$ cat src/rtl/majority_vote_filter_if.sv
// Sample/result bundle for majority_vote_filter.
// The master drives samples and clear; the slave (the filter) returns the
// spatial vote stream and the debounced vote stream.
interface majority_vote_filter_if #(
  parameter int N_IN = 5,
  parameter int WIN  = 4
);
  localparam int CW = $clog2(N_IN + 1);
  localparam int HW = $clog2(WIN + 1);

  logic            in_valid;
  logic [N_IN-1:0] in_vec;
  logic [1:0]      mode;
  logic            clear;
  logic            raw_valid;
  logic            vote_raw;
  logic [CW-1:0]   popcount;
  logic            filt_valid;
  logic            vote_filt;
  logic [HW-1:0]   hist_cnt;

  modport master (
    output in_valid, in_vec, mode, clear,
    input  raw_valid, vote_raw, popcount, filt_valid, vote_filt, hist_cnt
  );

  modport slave (
    input  in_valid, in_vec, mode, clear,
    output raw_valid, vote_raw, popcount, filt_valid, vote_filt, hist_cnt
  );
endinterface

$ cat src/rtl/majority_vote_filter.sv
// Two-stage majority voter.
// Stage 1 registers the spatial vote (rule-selected, with priority override)
// and the popcount of each accepted sample. Stage 2 pushes that vote into a
// WIN-deep history and runs a LOW/HIGH hysteresis filter on the number of
// ones in the window. clear flushes everything except the last raw result.
module majority_vote_filter #(
  parameter int              N_IN      = 5,
  parameter int              THRESH    = 3,
  parameter logic [N_IN-1:0] PRIO_MASK = N_IN'(5'b01000),
  parameter int              WIN       = 4,
  parameter int              K_TEMP    = 3
) (
  input logic                   clk,
  input logic                   reset,
  majority_vote_filter_if.slave bus
);

  localparam int CW = $clog2(N_IN + 1);
  localparam int HW = $clog2(WIN + 1);

  typedef enum logic {
    LOW  = 1'b0,
    HIGH = 1'b1
  } filt_state_t;

  logic [CW-1:0] w_popcount;
  logic          w_prio;
  logic          w_ruleVote;
  logic          w_vote;

  logic          r_rawValid;
  logic          r_voteRaw;
  logic [CW-1:0] r_popcount;

  logic [WIN-1:0] w_histNext;
  logic [HW-1:0]  w_histCntNext;

  logic [WIN-1:0] r_hist;
  logic [HW-1:0]  r_histCnt;
  filt_state_t    r_state;
  logic           r_filtValid;
  logic           r_voteFilt;

  // Count the ones in the incoming voter vector.
  always_comb begin
    w_popcount = '0;
    for (int i = 0; i < N_IN; i++) begin
      w_popcount = w_popcount + CW'(bus.in_vec[i]);
    end
  end

  // Apply the selected vote rule, then let any priority input force a 1.
  always_comb begin
    w_prio = |(bus.in_vec & PRIO_MASK);
    case (bus.mode)
      2'b00:   w_ruleVote = (w_popcount >= CW'(THRESH));
      2'b01:   w_ruleVote = (w_popcount == CW'(N_IN));
      2'b10:   w_ruleVote = (w_popcount != '0);
      default: w_ruleVote = 1'b0;
    endcase
    w_vote = w_ruleVote | w_prio;
  end

  // Stage 1: capture vote and popcount of each accepted sample; a sample
  // arriving together with clear is dropped, and results hold when idle.
  always_ff @(posedge clk or posedge reset) begin
    if (reset) begin
      r_rawValid <= 1'b0;
      r_voteRaw  <= 1'b0;
      r_popcount <= '0;
    end else if (bus.clear) begin
      r_rawValid <= 1'b0;
    end else if (bus.in_valid) begin
      r_rawValid <= 1'b1;
      r_voteRaw  <= w_vote;
      r_popcount <= w_popcount;
    end else begin
      r_rawValid <= 1'b0;
    end
  end

  // Next history word and running count: add the new vote, drop the evicted
  // oldest bit. The evicted bit was counted on entry, so this never wraps.
  always_comb begin
    w_histNext    = r_hist << 1;
    w_histNext[0] = r_voteRaw;
    w_histCntNext = r_histCnt + HW'(r_voteRaw) - HW'(r_hist[WIN-1]);
  end

  // Stage 2: advance the history on each stage-1 result and run the
  // hysteresis FSM on the updated count so vote_filt lines up with filt_valid.
  always_ff @(posedge clk or posedge reset) begin
    if (reset) begin
      r_hist      <= '0;
      r_histCnt   <= '0;
      r_state     <= LOW;
      r_filtValid <= 1'b0;
      r_voteFilt  <= 1'b0;
    end else if (bus.clear) begin
      r_hist      <= '0;
      r_histCnt   <= '0;
      r_state     <= LOW;
      r_filtValid <= 1'b0;
      r_voteFilt  <= 1'b0;
    end else if (r_rawValid) begin
      r_hist      <= w_histNext;
      r_histCnt   <= w_histCntNext;
      r_filtValid <= 1'b1;
      case (r_state)
        LOW: begin
          if (w_histCntNext >= HW'(K_TEMP)) begin
            r_state    <= HIGH;
            r_voteFilt <= 1'b1;
          end
        end
        HIGH: begin
          if (w_histCntNext <= HW'(WIN - K_TEMP)) begin
            r_state    <= LOW;
            r_voteFilt <= 1'b0;
          end
        end
        default: begin
          r_state    <= LOW;
          r_voteFilt <= 1'b0;
        end
      endcase
    end else begin
      r_filtValid <= 1'b0;
    end
  end

  assign bus.raw_valid  = r_rawValid;
  assign bus.vote_raw   = r_voteRaw;
  assign bus.popcount   = r_popcount;
  assign bus.filt_valid = r_filtValid;
  assign bus.vote_filt  = r_voteFilt;
  assign bus.hist_cnt   = r_histCnt;

endmodule
$ cat src/flat_wrapper.sv
// flat-port wrapper written by rule: the top's interface ports become plain ports
module majority_vote_filter_flat 
#(
  parameter int              N_IN      = 5,
  parameter int              THRESH    = 3,
  parameter logic [N_IN-1:0] PRIO_MASK = N_IN'(5'b01000),
  parameter int              WIN       = 4,
  parameter int              K_TEMP    = 3
)
  (clk, reset, bus_in_valid, bus_in_vec, bus_mode, bus_clear, bus_raw_valid, bus_vote_raw, bus_popcount, bus_filt_valid, bus_vote_filt, bus_hist_cnt);
  majority_vote_filter_if #(.N_IN(N_IN), .WIN(WIN)) bus_i ();
  input logic clk;
  input logic reset;
  input wire logic [$bits(bus_i.in_valid)-1:0] bus_in_valid;
  input wire logic [$bits(bus_i.in_vec)-1:0] bus_in_vec;
  input wire logic [$bits(bus_i.mode)-1:0] bus_mode;
  input wire logic [$bits(bus_i.clear)-1:0] bus_clear;
  output wire logic [$bits(bus_i.raw_valid)-1:0] bus_raw_valid;
  output wire logic [$bits(bus_i.vote_raw)-1:0] bus_vote_raw;
  output wire logic [$bits(bus_i.popcount)-1:0] bus_popcount;
  output wire logic [$bits(bus_i.filt_valid)-1:0] bus_filt_valid;
  output wire logic [$bits(bus_i.vote_filt)-1:0] bus_vote_filt;
  output wire logic [$bits(bus_i.hist_cnt)-1:0] bus_hist_cnt;
  assign bus_i.in_valid = bus_in_valid;
  assign bus_i.in_vec = bus_in_vec;
  assign bus_i.mode = bus_mode;
  assign bus_i.clear = bus_clear;
  assign bus_raw_valid = bus_i.raw_valid;
  assign bus_vote_raw = bus_i.vote_raw;
  assign bus_popcount = bus_i.popcount;
  assign bus_filt_valid = bus_i.filt_valid;
  assign bus_vote_filt = bus_i.vote_filt;
  assign bus_hist_cnt = bus_i.hist_cnt;
  majority_vote_filter #(.N_IN(N_IN), .THRESH(THRESH), .PRIO_MASK(PRIO_MASK), .WIN(WIN), .K_TEMP(K_TEMP)) u_core (.clk(clk), .reset(reset), .bus(bus_i));
endmodule
$ cat config.mk
export PLATFORM = sky130hd
export DESIGN_NAME = majority_vote_filter_flat
export DESIGN_NICKNAME = d
export VERILOG_FILES = /design/src/rtl/majority_vote_filter_if.sv /design/src/rtl/majority_vote_filter.sv /design/src/flat_wrapper.sv
export SDC_FILE = /design/constraint.sdc
export NUM_CORES = 1
export LEC_CHECK = 0
export BUFFER_PORTS_ARGS = -buffer_cell sky130_fd_sc_hd__clkbuf_2
export CORE_UTILIZATION = 45
export CTS_CLUSTER_SIZE = 8
export DETAILED_ROUTE_END_ITERATION = 6
export GPL_ROUTABILITY_DRIVEN = 0
export PLACE_DENSITY_LB_ADDON = 0.25
export SLEW_MARGIN = 20
export SYNTH_ARGS = -nofsm -noshare
export SYNTH_HDL_FRONTEND = slang
export SYNTH_SLANG_ARGS = --single-unit
export TNS_END_PERCENT = 50
$ cat constraint.sdc
create_clock -name clk -period 2.6 [get_ports clk]
set_input_delay 0.78 -clock clk [delete_from_list [all_inputs] [get_ports clk]]
set_output_delay 0.78 -clock clk [all_outputs]
set_load 0.01 [all_outputs]
==> results of run 1 <==
[cells in the mapped netlist, drive strengths merged, types with 2 or more instances]
cell type	instances	area (um^2)
o21ai	2	10.0
fa	3	60.1
nor2b	2	12.5
a21oi	3	15.0
nand2	10	37.5
inv	12	45.0
nor2	9	33.8
dfrtp	15	375
ha	4	50.1
mux2i	5	50.1
[kinds of logic after synthesis]
| logic type | after synthesis | share of synthesized area |
|---|---|---|
| multiplexers | 5 | 0.0610 |
| adder cells (fa/ha/maj) | 8 | 0.146 |
| flip-flops | 15 | 0.457 |
| XOR/XNOR | 2 | 0.0412 |
| AND/OR/NAND/NOR | 23 | 0.117 |
| buffers and inverters | 14 | 0.0777 |
| AO/OA/AOI/OAI | 11 | 0.0991 |
[placed cells by master (no fill, tap or decap), types with 3 or more instances in the layout]
cell type | synthesis | routed
a21oi_1 | 3 | 3
clkbuf_2 | 0 | 18
clkbuf_4 | 0 | 3
dfrtp_1 | 15 | 15
fa_1 | 3 | 3
inv_1 | 11 | 10
mux2i_1 | 5 | 5
nand2_1 | 10 | 10
nor2_1 | 9 | 9
[per-layer routing]
| metal | GRT usage | wire (um) | part of all wire | vias up |
|---|---|---|---|---|
| met4 | 0.170 | 91 | 0.057 | 0 |
| met1 | 0.206 | 655 | 0.41 | 294 |
| met5 | 0 | 0 | 0 | - |
| met2 | 0.315 | 785 | 0.49 | 24 |
| li1 | - | - | - | 300 |
| met3 | 0.0440 | 66 | 0.041 | 11 |
[worst min path at each step]
| stage | startpoint | to | slack (ps) | cells after the start |
|---|---|---|---|---|
| 6_report | u_core.bus.popcount[2]$_DFFE_PP0P_ | u_core.bus.popcount[2]$_DFFE_PP0P_ | 500 | 2 |
| 5_1_grt | u_core.bus.popcount[2]$_DFFE_PP0P_ | u_core.bus.popcount[2]$_DFFE_PP0P_ | 520 | 2 |
| 4_1_cts | u_core.bus.popcount[2]$_DFFE_PP0P_ | u_core.bus.popcount[2]$_DFFE_PP0P_ | 490 | 2 |
| 3_5_place_dp | u_core.bus.popcount[2]$_DFFE_PP0P_ | u_core.bus.popcount[2]$_DFFE_PP0P_ | 470 | 2 |
| 3_3_place_gp | u_core.bus.popcount[1]$_DFFE_PP0P_ | u_core.bus.popcount[1]$_DFFE_PP0P_ | 460 | 2 |
| 2_1_floorplan | u_core.r_hist[0]$_DFFE_PP0P_ | u_core.r_hist[0]$_DFFE_PP0P_ | 490 | 2 |
[worst max-delay path, stage by stage]
cell and delay [ps]:
buf_8 100, ha_4 260, inv_2 30, fa_1 470, inv_1 50, ha_2 170
fa_1 480, maj3_2 310, o21bai_1 140, a22oi_1 90
[flip-flops by register name, summed over array words and instances, names as in the netlist]
| name | flops |
|---|---|
| u_core.r_hist | 4 |
| u_core.bus.hist_cnt | 3 |
| u_core.bus.popcount | 3 |
| u_core.bus.filt_valid | 1 |
| u_core.bus.raw_valid | 1 |
| u_core.bus.vote_filt | 1 |
| u_core.bus.vote_raw | 1 |
| u_core.r_state | 1 |
[power by group through the flow]
stage,Clock (mW),Combinational (mW),Sequential (mW)
after floorplan,0,0.0859,0.278
after global placement,0,0.135,0.273
after detailed placement,0,0.143,0.274
after CTS,0.138,0.149,0.270
after global routing,0.149,0.169,0.273
final,0.137,0.152,0.270
[stage by stage]
stage / cell area [um^2] / std cells
after detailed placement: 952 / 123
after global placement: 952 / 123
after CTS: 1010 / 127
after global routing: 1020 / 127
final: 1020 / 127
after floorplan: 825 / 78
[cell type report]
type | count | area, um^2
fillers | 165 | 709
multi-input cells | 49 | 404
flip-flops and latches | 15 | 375
repair buffers | 22 | 135
inverters | 12 | 45.0
well taps | 25 | 31.3
clock buffers | 4 | 26.3
[what timing repair did]
action,4_1_cts,5_1_grt
pin swaps,2,0
resized for setup,4,3
hold buffers,0,0
setup endpoints to repair,1,1
==> flow_summary_export.csv, run 1 <==
group,metric,value,unit
critical_path,cp-start-kind,"primary input",
layout,area_growth,23.9,%
clock_network,cts_tree,"yes",
clock_network,postCtsSetupBuffers,0,
layout,fin_util,0.589,
critical_path,criticalPathCategory,"in2reg",
timing,clock_skew,3.22,ps
critical_path,reg2reg_to,"u_core.bus.vote_filt$_DFFE_PP0P_",
run,cap_violations,0,
synthesis,synth_flop_cell,"dfrtp_1",
timing,hold_viol,0,
critical_path,crit_start,"bus_in_vec[1]",
synthesis,synth-seq-cells,15,
critical_path,crit_end,"u_core.bus.vote_raw$_DFFE_PP0P_",
floorplan,die_area,0.00200,mm^2
drt,drt-pass1-iter-count,3,
power_and_ir_drop,power,0.558,mW
timing,whs,496,ps
timing,tightest_slew,589,ps
timing,grt_setup_unrepaired,"yes",
hold_path,hold_class,"reg2reg",
timing,finalSetupViolCount,1,
global_routing,grt_pass1_vias,631,
drt,vias,629,
clock_network,cts_sinks,15,
power_and_ir_drop,p_leak,0.526,nW
clock_network,htreeDepth,1,
critical_path,r2r_setup_slack,480,ps
power_and_ir_drop,power_frac_comb,0.271,
timing,final.period_utilization,1.04,
layout,nets,121,
critical_path,reg2reg_depth,9,
critical_path,reg2reg_from,"u_core.bus.vote_raw$_DFFE_PP0P_",
timing,max_slew_margin,0.607,
drt,viasPerCell,4.95,
run_status,status,"finished with violations",
timing,worst_slack,-113,ps
critical_path,cp.required,2770,ps
clock_network,clk_pin_slew,90,ps
global_routing,grt_max_degree,16,
placed_design,post-place-ws,-514,ps
synthesis,syn_inst,78,
synthesis,synth_async_sr_flop_share,1.00,
critical_path,end_kind,"flip-flop",
drt,ant_nets,0,
floorplan,num_io_pins,21,
floorplan,start_util,0.475,
synthesis,syn-num-nets,96,
floorplan,die_h,44.7,um
timing,fmax,0.369,GHz
synthesis,syn_area,821,um^2
clock_network,cts_buffer_depth,2,
power_and_ir_drop,pwr-share-clk,0.246,
layout,layout-drive-gt1-share,0.333,
run_status,violations,"negative setup slack",
floorplan,fp-row-count,15,
timing,slew_viol_final,0,
critical_path,crit_arrival,2880,ps
drt,wl,1.60,mm
floorplan,core_area,0.00173,mm^2
clock_network,root_buffer,"clkbuf_4",
synthesis,yosysWarnings,0,
power_and_ir_drop,power_density,549,mW/mm^2
synthesis,ys_types,25,
timing,period_minus_slack,2710,ps
placed_design,port_buffers,20,
critical_path,crit_fanout,3,
synthesis,synth_edf_count,0,
power_and_ir_drop,power.internal,0.386,mW
global_routing,grt_overflow_total,0,
synthesis,avgSynthCellArea,10.5,um^2
layout,num_antenna_cells,0,
drt,wl_per_cell,12.6,um
global_routing,grt_antenna_before_repair,0,
drt,drc,0,
power_and_ir_drop,peakVddDrop,0.323,mV
drt,drtIter0Drc,1,
timing,setup_tns,-113,ps
placed_design,hpwl,1.20,mm
global_routing,grt_pass1_wl,2.59,mm
power_and_ir_drop,switching_share,0.309,
power_and_ir_drop,power_frac_seq,0.483,
global_routing,grt_usage,0.192,
floorplan,die_x,44.7,um
clock_network,cts_made_buffers,3,
synthesis,yosysSeqAreaShare,0.457,
clock_network,clock_latency,290,ps
power_and_ir_drop,p_sw,0.173,mW
(Power assumes the default switching activity.)
==> run 2, diff against run 1 <==
- CORE_ASPECT_RATIO: default -> 0.8
==> flow_summary_export.csv, run 2 (synthesized netlist as in run 1, its figures left out) <==
group,metric,value,unit
drt,drtIter0Drc,8,
layout,layout-drive-gt1-share,0.330,
timing,period_minus_slack,2650,ps
timing,fmax,0.377,GHz
clock_network,cts_sinks,15,
run,cap_violations,0,
critical_path,cp.required,2770,ps
floorplan,die_h,40.2,um
layout,area_growth,21.3,%
power_and_ir_drop,power,0.552,mW
timing,whs,480,ps
floorplan,fp-row-count,13,
timing,tightest_slew,578,ps
critical_path,path_buf_inv,3,
timing,final.period_utilization,1.02,
critical_path,crit_family,"adder cells",
critical_path,crit_arrival,2820,ps
drt,wl_per_cell,11.4,um
placed_design,placed_cell_area,948,um^2
drt,ant_nets,0,
clock_network,htreeDepth,1,
floorplan,start_util,0.495,
floorplan,num_io_pins,21,
global_routing,grt_max_degree,16,
drt,viasPerCell,4.74,
drt,drt-pass1-iter-count,4,
timing,hold_viol,0,
clock_network,hold_buffers,0,
clock_network,cts_made_buffers,3,
run_status,status,"finished with violations",
power_and_ir_drop,power_density,554,mW/mm^2
layout,final_common_cell,"clkbuf_2",
power_and_ir_drop,peakVddDrop,0.259,mV
drt,vias,593,
timing,finalSetupViolCount,1,
power_and_ir_drop,p_leak,0.527,nW
critical_path,path_cells,"clkbuf_2, ha_4, inv_1, fa_1, inv_1, ha_2, fa_1, maj3_2, o21bai_1, a22oi_1",
timing,clock_skew,5.23,ps
timing,slew_viol_final,0,
layout,num_antenna_cells,0,
run_status,violations,"negative setup slack",
global_routing,grt_overflow_total,0,
timing,grt_setup_unrepaired,"yes",
floorplan,die_x,49.8,um
placed_design,hpwl,1.11,mm
clock_network,cts_tree,"yes",
critical_path,crit_fanout,3,
layout,top_register,"u_core.r_hist",
global_routing,grt_pass1_wl,2.37,mm
floorplan,die_area,0.00200,mm^2
clock_network,cts_buffer_depth,2,
critical_path,crit_slowest_cell,"fa_1",
layout,fin_area,996,um^2
critical_path,end_kind,"flip-flop",
clock_network,clock_latency,290,ps
critical_path,cp_slowest_stage_delay,470,ps
global_routing,grt_usage,0.169,
placed_design,port_buffers,20,
clock_network,clk_pin_slew,100,ps
floorplan,core_area,0.00166,mm^2
global_routing,grt_pass1_vias,572,
layout,nets,122,
critical_path,criticalPathCategory,"in2reg",
critical_path,cp-start-kind,"primary input",
clock_network,root_buffer,"clkbuf_4",
layout,final_cell_mix,"clkbuf_2 (20), dfrtp_1 (15), inv_1 (11)",
drt,wl,1.42,mm
timing,worst_slack,-52.3,ps
global_routing,grt_antenna_before_repair,0,
timing,max_slew_margin,0.614,
layout,largest_register_ffs,4,
hold_path,hold_class,"reg2reg",
drt,drc,0,
-- run 2: tightest hold or removal path, cell delays in order, from the launching register on --
cell and delay, ps:
dfrtp_1 350, nand2_1 50, nand2_1 50
-- run 2: repair_timing --
action | in CTS | in global routing
resized for setup | 0 | 1
setup endpoints to repair | 1 | 1
pin swaps | 3 | 0
endpoints found under the hold margin | 0 | 0
setup buffers | 1 | 0
-- run 2: layout make-up --
class | count | area (um^2)
Timing Repair Buffer | 23 | 123
Clock buffer | 3 | 22.5
Sequential cell | 15 | 375
Clock inverter | 1 | 5.00
Fill cell | 154 | 663
Multi-Input combinational cell | 49 | 398
Tap cell | 22 | 27.5
Inverter | 12 | 45.0
-- run 2: power by group --
group | internal [mW] | total (mW) | switching (mW)
logic | 0.0715 | 0.146 | 0.0743
registers | 0.254 | 0.269 | 0.0155
clock network | 0.0572 | 0.137 | 0.0796
total | 0.382 | 0.552 | 0.169
-- run 2: stage by stage --
stage | setup TNS [ps] | setup WS (ps) | util | instances
2_1_floorplan | -242 | -242 | - | 78
3_3_place_gp | -357 | -357 | 0.572 | 120
3_5_place_dp | -459 | -431 | 0.572 | 120
4_1_cts | -61.9 | -61.9 | 0.593 | 125
5_1_grt | -154 | -154 | 0.600 | 125
6_report | -52.3 | -52.3 | 0.600 | 125
-- run 2: routing by layer --
layer | GRT usage | vias up | wire length (um)
li1 | - | 302 | -
met1 | 0.194 | 271 | 700
met2 | 0.294 | 18 | 631
met3 | 0.0795 | 2 | 83
met4 | 0.0429 | 0 | 8
met5 | 0 | - | 0
-- run 2: final timing paths --
kind	from	cells past startpoint	to	slack [ps]
max in group asynchronous	reset	2	u_core.r_hist[3]$_DFFE_PP0P_	1710
worst max-delay path	bus_in_vec[0]	10	u_core.bus.vote_raw$_DFFE_PP0P_	-50
min in group asynchronous	reset	2	u_core.bus.filt_valid$_DFF_PP0_	510
worst min register to register	u_core.bus.popcount[1]$_DFFE_PP0P_	2	u_core.bus.popcount[1]$_DFFE_PP0P_	480
worst max register to register	u_core.bus.vote_raw$_DFFE_PP0P_	9	u_core.bus.vote_filt$_DFFE_PP0P_	510
worst min-delay path	u_core.bus.popcount[1]$_DFFE_PP0P_	2	u_core.bus.popcount[1]$_DFFE_PP0P_	480
